--- config.mk ---
export PLATFORM = sky130hd
export DESIGN_NAME = register_scoreboard_flat
export DESIGN_NICKNAME = d
export VERILOG_FILES = /design/src/rtl/register_scoreboard_if.sv /design/src/rtl/register_scoreboard.sv /design/src/flat_wrapper.sv
export SDC_FILE = /design/constraint.sdc
export NUM_CORES = 1
export LEC_CHECK = 0
export ABC_AREA = 1
export BUFFER_PORTS_ARGS = -buffer_cell sky130_fd_sc_hd__buf_2
export CAP_MARGIN = 20
export CORE_MARGIN = 5
export CORE_UTILIZATION = 50
export CTS_CLUSTER_DIAMETER = 60
export DETAILED_ROUTE_END_ITERATION = 7
export PLACE_DENSITY = 0.76
export SLEW_MARGIN = 15
export SYNTH_ARGS = -nofsm -noshare
export SYNTH_HDL_FRONTEND = slang
export SYNTH_SLANG_ARGS = --single-unit
export TNS_END_PERCENT = 5
--- constraint.sdc ---
create_clock -name clk -period 3.5 [get_ports clk]
set_input_delay 0.35 -clock clk [delete_from_list [all_inputs] [get_ports clk]]
set_output_delay 0.35 -clock clk [all_outputs]
set_load 0.05 [all_outputs]
--- src/rtl/register_scoreboard_if.sv ---
// register_scoreboard_if: decode-issue, retire and status signals of the register scoreboard.
//   master : decode / writeback side (drives issue_*, retire_*, flush; observes status)
//   slave  : scoreboard side (observes requests; drives issue_stall, busy, underflow_error)
interface register_scoreboard_if #(
    parameter int unsigned REGISTER_INDEXING_WIDTH = 5
);
    logic                               issue_valid;
    logic [REGISTER_INDEXING_WIDTH-1:0] issue_read_1_register;
    logic                               issue_read_1_enabled;
    logic [REGISTER_INDEXING_WIDTH-1:0] issue_read_2_register;
    logic                               issue_read_2_enabled;
    logic [REGISTER_INDEXING_WIDTH-1:0] issue_write_register;
    logic                               issue_write_enabled;
    logic                               issue_stall;
    logic                               retire_valid;
    logic [REGISTER_INDEXING_WIDTH-1:0] retire_register;
    logic                               flush;
    logic                               busy;
    logic                               underflow_error;

    modport master (
        output issue_valid, issue_read_1_register, issue_read_1_enabled,
               issue_read_2_register, issue_read_2_enabled,
               issue_write_register, issue_write_enabled,
               retire_valid, retire_register, flush,
        input  issue_stall, busy, underflow_error
    );

    modport slave (
        input  issue_valid, issue_read_1_register, issue_read_1_enabled,
               issue_read_2_register, issue_read_2_enabled,
               issue_write_register, issue_write_enabled,
               retire_valid, retire_register, flush,
        output issue_stall, busy, underflow_error
    );
endinterface

--- src/rtl/register_scoreboard.sv ---
// register_scoreboard: counts outstanding writes per architectural register and stalls
// decode on read-after-write hazards or when a register's in-flight count is saturated.
//   clk, rst : clock, synchronous active-high reset
//   sb       : register_scoreboard_if.slave (issue request, retire report, flush,
//              issue_stall (combinational), busy, sticky underflow_error)
module register_scoreboard #(
    parameter int unsigned MAX_IN_FLIGHT = 4
) (
    input  logic                  clk,
    input  logic                  rst,
    register_scoreboard_if.slave  sb
);
    localparam int unsigned NUM_REGISTERS           = 32;
    localparam int unsigned REGISTER_INDEXING_WIDTH = $clog2(NUM_REGISTERS);
    localparam int unsigned COUNT_WIDTH             = $clog2(MAX_IN_FLIGHT + 1);

    logic [COUNT_WIDTH-1:0] count [NUM_REGISTERS];
    logic [COUNT_WIDTH-1:0] eff   [NUM_REGISTERS];
    logic                   underflow_q;
    logic                   read_hazard;
    logic                   saturation_hazard;
    logic                   stall;
    logic                   accept;

    // Effective counts: a retire landing this cycle already frees its register.
    always_comb begin
        for (int unsigned r = 0; r < NUM_REGISTERS; r++) begin
            eff[r] = count[r];
            if (r != 0 && sb.retire_valid &&
                sb.retire_register == REGISTER_INDEXING_WIDTH'(r) &&
                count[r] != '0) begin
                eff[r] = count[r] - COUNT_WIDTH'(1);
            end
        end
    end

    // Hazard detection and issue decision.
    always_comb begin
        read_hazard = (sb.issue_read_1_enabled && eff[sb.issue_read_1_register] != '0) ||
                      (sb.issue_read_2_enabled && eff[sb.issue_read_2_register] != '0);
        saturation_hazard = sb.issue_write_enabled &&
                            eff[sb.issue_write_register] == COUNT_WIDTH'(MAX_IN_FLIGHT);
        stall  = rst || sb.flush || (sb.issue_valid && (read_hazard || saturation_hazard));
        accept = sb.issue_valid && !stall;
    end

    // Per-register counters; register 0 is hardwired to zero.
    always_ff @(posedge clk) begin
        if (rst || sb.flush) begin
            for (int unsigned r = 0; r < NUM_REGISTERS; r++) begin
                count[r] <= '0;
            end
        end else begin
            for (int unsigned r = 0; r < NUM_REGISTERS; r++) begin
                if (r == 0) begin
                    count[r] <= '0;
                end else begin
                    logic inc;
                    logic dec;
                    inc = accept && sb.issue_write_enabled &&
                          sb.issue_write_register == REGISTER_INDEXING_WIDTH'(r);
                    dec = sb.retire_valid && count[r] != '0 &&
                          sb.retire_register == REGISTER_INDEXING_WIDTH'(r);
                    if (inc && !dec) begin
                        count[r] <= count[r] + COUNT_WIDTH'(1);
                    end else if (dec && !inc) begin
                        count[r] <= count[r] - COUNT_WIDTH'(1);
                    end
                end
            end
        end
    end

    // Sticky underflow flag; retires discarded by a flush never raise it.
    always_ff @(posedge clk) begin
        if (rst) begin
            underflow_q <= 1'b0;
        end else if (!sb.flush && sb.retire_valid && sb.retire_register != '0 &&
                     count[sb.retire_register] == '0) begin
            underflow_q <= 1'b1;
        end
    end

    // busy reflects registered counts only.
    always_comb begin
        sb.busy = 1'b0;
        for (int unsigned r = 1; r < NUM_REGISTERS; r++) begin
            if (count[r] != '0) begin
                sb.busy = 1'b1;
            end
        end
    end

    assign sb.issue_stall     = stall;
    assign sb.underflow_error = underflow_q;
endmodule

--- src/flat_wrapper.sv ---
// flat-port wrapper written by rule: the top's interface ports become plain ports
module register_scoreboard_flat 
#(
    parameter int unsigned MAX_IN_FLIGHT = 4
)
  (clk, rst, sb_issue_valid, sb_issue_read_1_register, sb_issue_read_1_enabled, sb_issue_read_2_register, sb_issue_read_2_enabled, sb_issue_write_register, sb_issue_write_enabled, sb_retire_valid, sb_retire_register, sb_flush, sb_issue_stall, sb_busy, sb_underflow_error);
  register_scoreboard_if sb_i ();
  input  logic clk;
  input  logic rst;
  input wire logic [$bits(sb_i.issue_valid)-1:0] sb_issue_valid;
  input wire logic [$bits(sb_i.issue_read_1_register)-1:0] sb_issue_read_1_register;
  input wire logic [$bits(sb_i.issue_read_1_enabled)-1:0] sb_issue_read_1_enabled;
  input wire logic [$bits(sb_i.issue_read_2_register)-1:0] sb_issue_read_2_register;
  input wire logic [$bits(sb_i.issue_read_2_enabled)-1:0] sb_issue_read_2_enabled;
  input wire logic [$bits(sb_i.issue_write_register)-1:0] sb_issue_write_register;
  input wire logic [$bits(sb_i.issue_write_enabled)-1:0] sb_issue_write_enabled;
  input wire logic [$bits(sb_i.retire_valid)-1:0] sb_retire_valid;
  input wire logic [$bits(sb_i.retire_register)-1:0] sb_retire_register;
  input wire logic [$bits(sb_i.flush)-1:0] sb_flush;
  output wire logic [$bits(sb_i.issue_stall)-1:0] sb_issue_stall;
  output wire logic [$bits(sb_i.busy)-1:0] sb_busy;
  output wire logic [$bits(sb_i.underflow_error)-1:0] sb_underflow_error;
  assign sb_i.issue_valid = sb_issue_valid;
  assign sb_i.issue_read_1_register = sb_issue_read_1_register;
  assign sb_i.issue_read_1_enabled = sb_issue_read_1_enabled;
  assign sb_i.issue_read_2_register = sb_issue_read_2_register;
  assign sb_i.issue_read_2_enabled = sb_issue_read_2_enabled;
  assign sb_i.issue_write_register = sb_issue_write_register;
  assign sb_i.issue_write_enabled = sb_issue_write_enabled;
  assign sb_i.retire_valid = sb_retire_valid;
  assign sb_i.retire_register = sb_retire_register;
  assign sb_i.flush = sb_flush;
  assign sb_issue_stall = sb_i.issue_stall;
  assign sb_busy = sb_i.busy;
  assign sb_underflow_error = sb_i.underflow_error;
  register_scoreboard #(.MAX_IN_FLIGHT(MAX_IN_FLIGHT)) u_core (.clk(clk), .rst(rst), .sb(sb_i));
endmodule
==> out/results.txt <==
slew at the pin closest to its max-slew limit: 948 ps
gr ovfl total: 0
Clock Path Buffers: 2
hold_ws: 190 ps
met2 Use GR: 0.559
met3 Use GR: 0.0559
First DRT Iteration DRCs: 1496
Slew headroom: 0.364
sequential area share after synthesis: 0.235
hold path cells: 2
post-synthesis mux area share: 0.000835
status: complete, but fails checks
vias in the first global route: 13.2k
IO Count: 31
Hold Startpoint: rst
vias: 14.1k
IO buf count: 30
synthesis-stage register bit count: 94
Sink Count: 94
Max-Cap Viols: 0
antenna viol nets, final: 0
area leader, netlist: edfxtp_1
Die X: 165 um
Reg-to-Reg Start: u_core.count[14][0]
Rows: 56
global-route wire length before repair: 70100 um
share of cells above drive strength 1: 0.211
gpl congestion: 1.03
final WL: 46300 um
Post-route DRC: 13
startpoint types: flip-flop
number of diodes: 0
Layout Nets: 2290
Leak: 8.02 nW
Worst EP required: 3150 ps
area of the multi-input gates: 8260 um^2
Critical Path AT: 3020 ps
XOR/XNOR share of the synthesized area: 0.0438
largest family of logic cells by synthesized area: simple AND/OR/NAND/NOR gates
Syn Area/Cell: 6.16 um^2
Hold Crit Class: input port to flip-flop
Setup Viol. Count Final: 0
number of fill cells: 2222
Starting Density: 0.509
most used routing layer in global routing: met2
failing checks: design-rule violations
Post-synth ARST share: 0
worst hold endpoint: u_core.sb.underflow_error
synthesized cell area: 12000 um^2
Synth Area in Simple Gates: 0.466
RSZ-0062 raised after global routing: true
post-synth cell types: 42
die area: 27200 um^2
CTS tree: built
core box area: 23500 um^2
Post-Synth Adder-Cell Area: 0.0970
crit-path max FO: 10
Post-synth EDFFs: 93
htree depth: 3
Layout area overhead: 24.3%
post-synth top area share: 0.233
compound-gate portion of the synthesized area: 0.0496
final core occ: 0.633
Hold Vio Cnt, Final: 0
max-slew violations: 0
met1 GRT Util: 0.418
fin crit share: 0.963
Reg2Reg Depth: 24
synth top area cells: edfxtp_1 23%, nand2_1 20%, nand3_1 11%, ha_1 9.7%, inv_1 9.0%
total CTS buffers: 9
achievable clock frequency: 0.297 GHz
Mapped Cells: 1946
Final Critical Period: 3370 ps
Worst setup EP type: primary output
initial antenna violation count: 1
die height: 165 um
Post-DP HPWL: 36100 um
register area: 2810 um^2
gr usage total: 0.336
pin count of the biggest net entering global routing: 77
CTS Root Buffer Type: clkbuf_16
Syn Nets: 2067
Synth Warn #: 0
Worst-Skew Late Latency: 360 ps
R2R Setup Slk: 170 ps
Layout Skew: 9.27 ps
WS Path Type: flip-flop to primary output
Clock Pin Slew Worst Setup and Hold Paths: 80 ps
DR WL/cell: 18.6 um
Via density: 5.66
worst r2r dst: u_core.count[11][2]
Pre-antenna DRT Iters: 8
PwrDens: 262 nW/um^2
prevailing post-synth register cell: edfxtp_1
Post-CTS Hold Buffers: 0
Max IR drop VDD: 0.221 mV
## stage by stage
step	worst slack, ps	cell area, um^2	setup TNS, ps	instances	power, mW
final	131	14900	0	2493	3.90
after global routing	-48.3	14900	-1310	2493	4.08
after CTS	4.58	14300	0	2462	3.78
after detailed placement	-127	13900	-5140	2445	2.63
after global placement	-23.4	13900	-162	2445	2.61
after floorplan	545	12000	0	1946	2.15
## power by group
| part | internal, mW | switching [mW] |
|---|---|---|
| registers | 1.31 | 0.0732 |
| clock network | 0.639 | 0.514 |
| logic | 0.476 | 0.889 |
| total | 2.43 | 1.48 |
## Yosys cell counts, types with 4 or more instances
master / n
nand2_2: 14
o21ai_0: 31
buf_2: 6
nor2_2: 13
buf_4: 4
nand2_1: 634
o21ai_1: 7
nor4_1: 4
edfxtp_1: 93
nand4_1: 89
xor2_1: 37
a21oi_1: 24
buf_1: 5
a31oi_1: 15
ha_1: 93
nand3_1: 275
inv_1: 286
o31ai_1: 9
nand3_4: 11
xnor2_1: 23
clkbuf_1: 30
nor3_1: 18
nor2_1: 191
## cell usage in the layout (no fill, tap or decap), drive strengths merged, types with 24 or more instances in the layout
master	instances
nand4	89
buf	258
nand3	287
nand2	649
o21ai	41
nor2	204
ha	93
a21oi	24
inv	293
xor2	37
edfxtp	93
## logic make-up (layout without fill, tap and decap cells)
logic type,after synthesis,in the layout
XOR/XNOR,60,60
AO/OA/AOI/OAI,101,101
AND/OR/NAND/NOR,1259,1259
flip-flops,94,94
multiplexers,1,1
adder cells (fa/ha/maj),93,93
buffers and inverters,338,566
## worst max-delay path: stages (launching register included)
cell and delay (ps):
edfxtp_1 370, inv_1 100, ha_1 210, inv_1 50
nor2_1 50, nor2_1 210, nand2_2 150, inv_1 110
nand2_1 80, nand3_1 130, nand4_1 180, nor2_1 120
nand2_1 70, nor2_1 80, nand2_1 60, nand2_1 60
nand2_1 50, nand3_2 90, nand2_4 80, buf_12 160
nand2_1 70, buf_6 160
## registers in the layout, indices dropped and copies added, names as in the netlist
register,flops
u_core.count,93
u_core.sb.underflow_error,1
## worst max path at each step
stage,from,endpoint,slack [ps],depth (start not counted)
finish,u_core.count[14][0],sb_issue_stall,130,21
global route,u_core.count[29][1],sb_issue_stall,-50,20
CTS,u_core.count[19][0],sb_issue_stall,5,20
detailed placement,sb_retire_register[3],u_core.count[23][2],-130,24
global placement,sb_retire_register[3],u_core.count[17][2],-20,25
floorplan,u_core.count[9][0],u_core.count[18][0],550,24
## cell type report
class,instances,share of cell area
Timing Repair Buffer,258,0.134
Sequential cell,94,0.189
Inverter,292,0.0739
Clock inverter,7,0.00688
Clock buffer,9,0.0151
Tap cell,319,0.0268
Multi-Input combinational cell,1514,0.554
## per-layer routing
| metal | up-vias | routed length, um |
|---|---|---|
| met4 | 2 | 2910 |
| met1 | 6430 | 18000 |
| met5 | - | 13 |
| li1 | 6781 | - |
| met3 | 184 | 4420 |
| met2 | 724 | 21000 |
## timing repair
item / in CTS / in global routing
pin swaps: 0 / 14
endpoints found under the setup margin: 8 / 173
cloned: 0 / 0
gates resized for setup: 5 / 161
setup buffers: 1 / 31
No activity file was read; power rests on OpenSTA's default activity.
